## src/rtl/systolic_feeder_2x2.sv

```systemverilog
// rtl/systolic_feeder_2x2.sv - operand feeder and result capture for a 2x2 systolic multiply array
//
// Accepts one 2x2 matrix pair per job, clears the external array, streams
// skewed operands into its row/column inputs, then captures the four
// accumulators as C = A x B and holds them until consumed.
//
// Ports:
//   clk, rst            clock, asynchronous active-high reset
//   in_valid, in_ready  job handshake (ready only while idle)
//   a_mat, b_mat        operands, [31:0]=x00 [63:32]=x01 [95:64]=x10 [127:96]=x11
//   arr_clr             array accumulator clear
//   fa0, fa1            row-0 / row-1 A streams into the array
//   fb0, fb1            column-0 / column-1 B streams into the array
//   c00..c11            array accumulator outputs
//   out_valid, out_ready result handshake
//   c_mat               captured result, same packing as a_mat
//   busy                high whenever a job is in progress

module systolic_feeder_2x2 (
  input  logic         clk,
  input  logic         rst,
  input  logic         in_valid,
  output logic         in_ready,
  input  logic [127:0] a_mat,
  input  logic [127:0] b_mat,
  output logic         arr_clr,
  output logic [31:0]  fa0,
  output logic [31:0]  fa1,
  output logic [31:0]  fb0,
  output logic [31:0]  fb1,
  input  logic [31:0]  c00,
  input  logic [31:0]  c01,
  input  logic [31:0]  c10,
  input  logic [31:0]  c11,
  output logic         out_valid,
  input  logic         out_ready,
  output logic [127:0] c_mat,
  output logic         busy
);

  typedef enum logic [2:0] {IDLE, CLR, FEED, CAPT, DONE} state_t;

  state_t       r_state;
  state_t       w_state_nxt;
  logic [1:0]   r_s;
  logic [1:0]   w_s_nxt;
  logic         w_accept;

  logic [127:0] r_a;
  logic [127:0] r_b;
  logic [127:0] r_c;

  logic         r_in_ready;
  logic         r_arr_clr;
  logic         r_busy;
  logic         r_out_valid;
  logic [31:0]  r_fa0, r_fa1, r_fb0, r_fb1;
  logic [31:0]  w_fa0, w_fa1, w_fb0, w_fb1;

  logic [31:0]  w_a00, w_a01, w_a10, w_a11;
  logic [31:0]  w_b00, w_b01, w_b10, w_b11;

  assign w_a00 = r_a[31:0];
  assign w_a01 = r_a[63:32];
  assign w_a10 = r_a[95:64];
  assign w_a11 = r_a[127:96];
  assign w_b00 = r_b[31:0];
  assign w_b01 = r_b[63:32];
  assign w_b10 = r_b[95:64];
  assign w_b11 = r_b[127:96];

  always_ff @(posedge clk or posedge rst) begin
    if (rst) begin
      r_state <= IDLE;
      r_s     <= 2'd0;
    end else begin
      r_state <= w_state_nxt;
      r_s     <= w_s_nxt;
    end
  end

  always_comb begin
    w_state_nxt = r_state;
    w_s_nxt     = r_s;
    w_accept    = 1'b0;
    case (r_state)
      IDLE: begin
        if (in_valid) begin
          w_accept    = 1'b1;
          w_state_nxt = CLR;
          w_s_nxt     = 2'd0;
        end
      end
      CLR: begin
        w_state_nxt = FEED;
        w_s_nxt     = 2'd0;
      end
      FEED: begin
        if (r_s == 2'd3) begin
          w_state_nxt = CAPT;
          w_s_nxt     = 2'd0;
        end else begin
          w_s_nxt = r_s + 2'd1;
        end
      end
      CAPT: w_state_nxt = DONE;
      DONE: begin
        if (out_ready) w_state_nxt = IDLE;
      end
      default: begin
        w_state_nxt = IDLE;
        w_s_nxt     = 2'd0;
      end
    endcase
  end

  // Feed values for the upcoming cycle. Row 1 / column 1 lag row 0 /
  // column 0 by one step so each PE sees matching k indices as operands
  // ripple right (A) and down (B) through the array.
  always_comb begin
    w_fa0 = 32'd0;
    w_fa1 = 32'd0;
    w_fb0 = 32'd0;
    w_fb1 = 32'd0;
    if (w_state_nxt == FEED) begin
      case (w_s_nxt)
        2'd0: begin
          w_fa0 = w_a00;
          w_fb0 = w_b00;
        end
        2'd1: begin
          w_fa0 = w_a01;
          w_fb0 = w_b10;
          w_fa1 = w_a10;
          w_fb1 = w_b01;
        end
        2'd2: begin
          w_fa1 = w_a11;
          w_fb1 = w_b11;
        end
        default: begin
          w_fa0 = 32'd0;
        end
      endcase
    end
  end

  // All outputs are registered from the next state so they change only at
  // clock edges and line up with the state they describe.
  always_ff @(posedge clk or posedge rst) begin
    if (rst) begin
      r_a         <= '0;
      r_b         <= '0;
      r_c         <= '0;
      r_in_ready  <= 1'b1;
      r_arr_clr   <= 1'b1;
      r_busy      <= 1'b0;
      r_out_valid <= 1'b0;
      r_fa0       <= 32'd0;
      r_fa1       <= 32'd0;
      r_fb0       <= 32'd0;
      r_fb1       <= 32'd0;
    end else begin
      if (w_accept) begin
        r_a <= a_mat;
        r_b <= b_mat;
      end
      // The last products land in the accumulators at the edge closing
      // FEED step 3, so the array outputs are settled throughout CAPT.
      if (r_state == CAPT) begin
        r_c <= {c11, c10, c01, c00};
      end
      r_in_ready  <= (w_state_nxt == IDLE);
      r_arr_clr   <= (w_state_nxt == CLR);
      r_busy      <= (w_state_nxt != IDLE);
      r_out_valid <= (w_state_nxt == DONE);
      r_fa0       <= w_fa0;
      r_fa1       <= w_fa1;
      r_fb0       <= w_fb0;
      r_fb1       <= w_fb1;
    end
  end

  assign in_ready  = r_in_ready;
  assign arr_clr   = r_arr_clr;
  assign busy      = r_busy;
  assign out_valid = r_out_valid;
  assign fa0       = r_fa0;
  assign fa1       = r_fa1;
  assign fb0       = r_fb0;
  assign fb1       = r_fb1;
  assign c_mat     = r_c;

endmodule
```

## config.mk

```make
export PLATFORM = sky130hd
export DESIGN_NAME = systolic_feeder_2x2
export DESIGN_NICKNAME = d
export VERILOG_FILES = /design/src/rtl/systolic_feeder_2x2.sv
export SDC_FILE = /design/constraint.sdc
export NUM_CORES = 1
export LEC_CHECK = 0
export ABC_AREA = 1
export CAP_MARGIN = 20
export CORE_AREA = 4 4 249 251
export CTS_CLUSTER_DIAMETER = 60
export CTS_CLUSTER_SIZE = 30
export DETAILED_ROUTE_END_ITERATION = 6
export DIE_AREA = 0 0 253 255
export GPL_TIMING_DRIVEN = 0
export SETUP_SLACK_MARGIN = 0.15
export SYNTH_ARGS = -nofsm -noshare
export SYNTH_HDL_FRONTEND = slang
export SYNTH_SLANG_ARGS = --single-unit
```

## constraint.sdc

```tcl
create_clock -name clk -period 19.4 [get_ports clk]
set_input_delay 1.94 -clock clk [delete_from_list [all_inputs] [get_ports clk]]
set_output_delay 1.94 -clock clk [all_outputs]
set_load 0.05 [all_outputs]
```

======== Word level (Yosys, flattened, before mapping) ========
Cells that the tools add are included.
operators by class
  eq/ne operators ......................... 10
  multiplexer cells ....................... 17
  reductions and logical operators ........ 5
  add/subtract/negate cells ............... 1
operator list
  operator               number
  $pmux W32 S2           4
  $mux W32               4
  $pmux W3 S5            1
  $eq A3 B2 Y1 const B   3
  $mux W3                3
  $eq A3 B1 Y1 const B   2
  $eq A3 B3 Y1 const B   2
  $logic_not A3 Y1       2
  $pmux W2 S3            1
  $eq A2 B2 Y1 const B   2
  $mux W2                2
  $reduce_bool A3 Y1     1
  $add A2 B1 Y2 const B  1
  $eq A2 B1 Y1 const B   1
  $logic_not A2 Y1       1
  $mux W1                2
  $reduce_or A2 Y1       1
word-level totals
  input bits .............................. 388
  output and inout bits ................... 260
  flip-flop bits (word level) ............. 521
  logic and storage cells ................. 46

======== Logic depth before layout (Yosys ltp) ========
  depth in word-level cells ............... 6
  depth in mapped cells ................... 16
  mapped depth without buffers ............ 12

======== Worst setup path before layout ========
OpenSTA, ideal clock, no wires.
  path kind ............................... input-to-reg
  from .................................... input in_valid
  to ...................................... register r_fb1[13], in the netlist fb1[13]
  path slack .............................. 15.783 ns
  stages on the path ...................... 15
  arrival time ............................ 3.545 ns
  path buffers ............................ 4
  cell sequence ........................... nand2_1 > nand2_1 > nand2_1 > nand2_1 > clkbuf_1 > nand2_1 > inv_1 > ha_1 > clkbuf_1 > buf_2 > buf_2 > nand2_1 > o21ai_0 > nand2_1 > nor2_1
between the ends
  cells in the longest elaborated chain, start to end .. 5
  elaborated cells between the ends (all ways) .. 9
  classes of those cells .................. eq/ne (3); mux (6)
RTL lines
  what                                          RTL line  text
  start: declaration                            22        input logic in_valid,
  $mux W2 (*)                                   88        if (in_valid) begin
  $pmux W2 S3 (*)                               86        case (r_state)
  via w_s_nxt[1]                                46        logic [1:0] w_s_nxt;
  $eq A2 B2 Y1 or $eq A2 B1 Y1 (tied branches)  126       case (w_s_nxt)
  $pmux W32 S2 (*)                              126
  $mux W32 (*)                                  125       if (w_state_nxt == FEED) begin
  via w_fb1[13]                                 58        logic [31:0] w_fa0, w_fa1, w_fb0, w_fb1;
  end signal: assignment                        180       r_fb1 <= w_fb1;
  end: declaration                              57        logic [31:0] r_fa0, r_fa1, r_fb0, r_fb1;
The timed path passes the listed nets; every way through them passes the cells marked *.
A chain may end at the register's enable or synchronous reset.

======== Worst setup path after layout ========
  from .................................... input in_valid
  to ...................................... register r_fb0[9], in the netlist fb0[9]
between the ends
  cells in the longest elaborated chain, start to end .. 5
  elaborated cells between the ends (all ways) .. 9
  classes of those cells .................. eq/ne (2); mux (6); reduce/logical (1)
RTL lines
  what                                              RTL line  text
  $mux W2 (*)                                       88
  $pmux W2 S3 (*)                                   86
  via w_s_nxt[1]                                    46
  $eq A2 B1 Y1 or $logic_not A2 Y1 (tied branches)  126
  $pmux W32 S2 (*)                                  126
  $mux W32 (*)                                      125
  via w_fb0[9]                                      58
  end signal: assignment                            179       r_fb0 <= w_fb0;
  end: declaration                                  57
Marked as above.

==> flow_metrics.tcl <==
set metrics [dict create \
    crit_slowest_cell "clkdlybuf4s50_1" \
    gp_congestion 0.890 \
    synth_top_area_cell "dfrtp_1" \
    worstPathCellList "clkdlybuf4s50_1 -> nand2_1 -> nand2_1 -> nand2_1 -> nand2_1 -> clkbuf_1 -> nand2_1 -> inv_1 -> ha_1 -> clkbuf_1 -> buf_2 -> buf_2 -> nand2_1 -> nand2_1 -> nand3_1 -> nor2_1" \
    syn-cell-area_sq_um 20700 \
    synthDistinctLibCells 21 \
    fin_crit_ns 4.59 \
    grt_pass1_vias 18651 \
    hold_class "register to register" \
    io_buffers 647 \
    hold_viol_final 0 \
    status "completed" \
    synth_area_per_cell_sq_um 8.78 \
    setup_slack_ns 14.81 \
    relSlewSlack_pct 43.8 \
    max_freq_mhz 218 \
    grt_max_degree 130 \
    switchingPower_mw 2.59 \
    combPwrFrac_pct 50.7 \
    synth_compound_area_share_pct 8.62 \
    dp_slack_ns 14.18 \
    p_int_mw 2.86 \
    clockPowerShare_pct 16.9 \
    clk_pin_slew_worst_paths_ns 0.07 \
    reg2reg_slack_ns 15.81 \
    criticalPathCategory "primary input to register" \
    dp_hpwl_um 58500 \
    io_pins 648 \
    cap_violations 0 \
    syn_nets 2752 \
    die_y_um 255 \
    slowest_delay_ns 0.51 \
    drt-initial-drc-count 1286 \
    cts_made_buffers 43 \
    root_buffer "clkbuf_16" \
    rows 90 \
    start_util_pct 34.6 \
    p_leak_nw 14.4 \
    ys_warn_count 0 \
    dr.pass1.iters 7 \
    rsz0062_at_grt "false" \
    synthAdderAreaFrac_pct 0.242 \
    powerDensity_nw_per_um2 183 \
    die-width_um 253 \
    worst_slew_pin_slew_ns 0.843 \
    worstSetupStartpointType "primary input" \
    cp_common_cell "nand2_1" \
    finalPower_mw 5.45 \
    antenna_left 0 \
    instances_no_fill 3886 \
    clk_latency_ns 0.58 \
    wl_per_cell_um 19.7 \
    routed-via-count 18262 \
    synth_edf_count 0 \
    area_growth_pct 43.8 \
    finClkSkew_ns 0.0305 \
    cp_max_fo 10 \
    die_area_sq_um 64500 \
    worstPathRequired_ns 19.86 \
    ctsHoldBuffers 0 \
    drcViolationCount 0 \
    design.core.area_sq_um 59900 \
    pwr-share-seq_pct 32.4 \
    synth_top_area_share_pct 62.7 \
    postSynthCellCount 2360 \
    yosysSeqAreaShare_pct 62.9 \
    synth.area.mux_share_pct 0 \
    antenna_found_initial 26 \
    switching_share_pct 47.5 \
    grt_pass1_wl_um 112000 \
    min_period_over_period_pct 23.6 \
    grt.overflow.total 0 \
    drt_wl_total_um 76600 \
    track_usage_pct 22.9 \
    cts_setup_buffers 0 \
    synth_top_family_by_area "simple AND/OR/NAND/NOR gates" \
    finalNetCount 3448 \
    synth_top_cells_by_area "dfrtp_1 63%, nand2_1 16%, o21ai_0 7.1%" \
    dpl.cell_count 3793 \
    ctsLongestPathBuffers 3 \
    synthSimpleGateAreaFrac_pct 20.3 \
    ys_ff_latch 521 \
    synth_xor_xnor_area_share_pct 0 \
    finalSetupViolCount 0 \
    cp-end-kind "register" \
    htreeDepth 2 \
    tritoncts "built" \
    ys.flop_type "dfrtp_1" \
    async_flop_share_pct 100 \
    crit_family "buffers and inverters" \
    arrival_ns 5.05 \
    routed_via_density 4.70 \
    cts_resized 0 \
    ir_worst_vdd_uv 89.3 \
    clock-sinks 521 \
    worst-path-buf-inv 6 \
    final_layout_size_suffix_gt1_share_pct 4.92 \
    slew_violations 0 \
]
## layout make-up
type	count	area (sq um)
Fill cell	5639	30100
Sequential cell	521	13000
Timing Repair Buffer	651	6590
Multi-Input combinational cell	1440	6050
Clock buffer	46	1110
Tap cell	782	978
Inverter	253	957
Buffer	146	684
Clock inverter	30	359
Antenna cell	17	42.5
## per-stage QoR
step                      area, sq um  setup TNS [ns]  hold WS, ns  utilization (%)
after global placement          28200        -1547.13        0.463             47.0
final                           29800               0        0.481             49.7
after detailed placement        28300               0        0.465             47.2
after global routing            29800               0        0.497             49.7
after CTS                       29800               0        0.485             49.7
after floorplan                 20700               0        0.449                -
## state kept, by name (all words and copies together) (netlist names)
register   flops
fb0           32
fa0           32
r_s            2
arr_clr        1
busy           1
c_mat        128
fa1           32
r_a          128
out_valid      1
fb1           32
r_b          128
r_state        3
in_ready       1
## tightest hold or removal path: cells and delay by family (launching register included)
family	cells	cell delay (ns)
flops	1	0.35
simple gates	2	0.10
## logic make-up (layout without fill, tap and decap cells)
kind of cell | after synthesis | count (layout)
adders and majority gates | 4 | 4
AOI/OAI and AO/OA | 341 | 341
other | 0 | 17
DFF | 521 | 521
buffers and inverters | 399 | 1126
and+or+nand+nor | 1095 | 1095
## worst paths after layout
| path | from | end | cells past startpoint |
|---|---|---|---|
| max | in_valid | fb0[9] | 16 |
| min | r_b[57] | r_b[57] | 2 |
| max reg2reg | r_s[0] | fb0[9] | 14 |
| min reg2reg | r_b[57] | r_b[57] | 2 |
| max in group asynchronous | rst | fa0[13] | 4 |
| min in group asynchronous | rst | c_mat[60] | 2 |
## synthesized netlist by cell type, types with 3 or more instances
master and count:
buf_2 46, nor2_1 133, buf_4 19, buf_1 8, nand2_1 892, ha_1 4, inv_1 251, a22o_1 11
dfrtp_1 519, o21ai_0 295, clkbuf_1 72, o21ai_1 3, o22ai_1 31, nand3_1 67
## routing by layer
layer  wire length (um)  vias to the layer above  global-route usage, %
met5                117                        -                      0
li1                   -                     8645                      -
met1              32100                     8851                   29.8
met2              36700                      620                   37.9
met3               5490                      128                   5.71
met4               2160                       18                   7.22
## power by group through the flow
stage                     registers [mW]  logic [mW]  clock network, mW
after floorplan                     2.37        1.13                  0
after global routing                1.81        3.01              0.990
final                               1.76        2.76              0.923
after global placement              1.77        2.74                  0
after detailed placement            1.78        2.78                  0
after CTS                           1.76        2.79              0.950
## cells in the final DEF (no fill, tap or decap)
cell             count
o21ai_1              3
nor2_4               1
o22ai_1             31
buf_1                8
clkinvlp_4           4
inv_16               2
buf_4               19
nor2_1             133
o21ai_0            295
clkinv_2             3
nand3_2              1
buf_6                1
dfrtp_1            519
diode_2             17
nor3b_1              1
inv_2                2
a22o_1              11
ha_1                 4
buf_2               46
inv_6               10
bufinv_16            2
clkinv_8             5
a21oi_1              1
nand2_1            892
clkdlybuf4s50_1    647
buf_16               4
dfstp_2              2
inv_12               1
nand3_1             67
inv_8                2
clkinv_4             2
clkbuf_1            73
clkbuf_8             2
clkbuf_16           43
inv_1              250
Note: power is estimated with default switching activity, not from simulation.
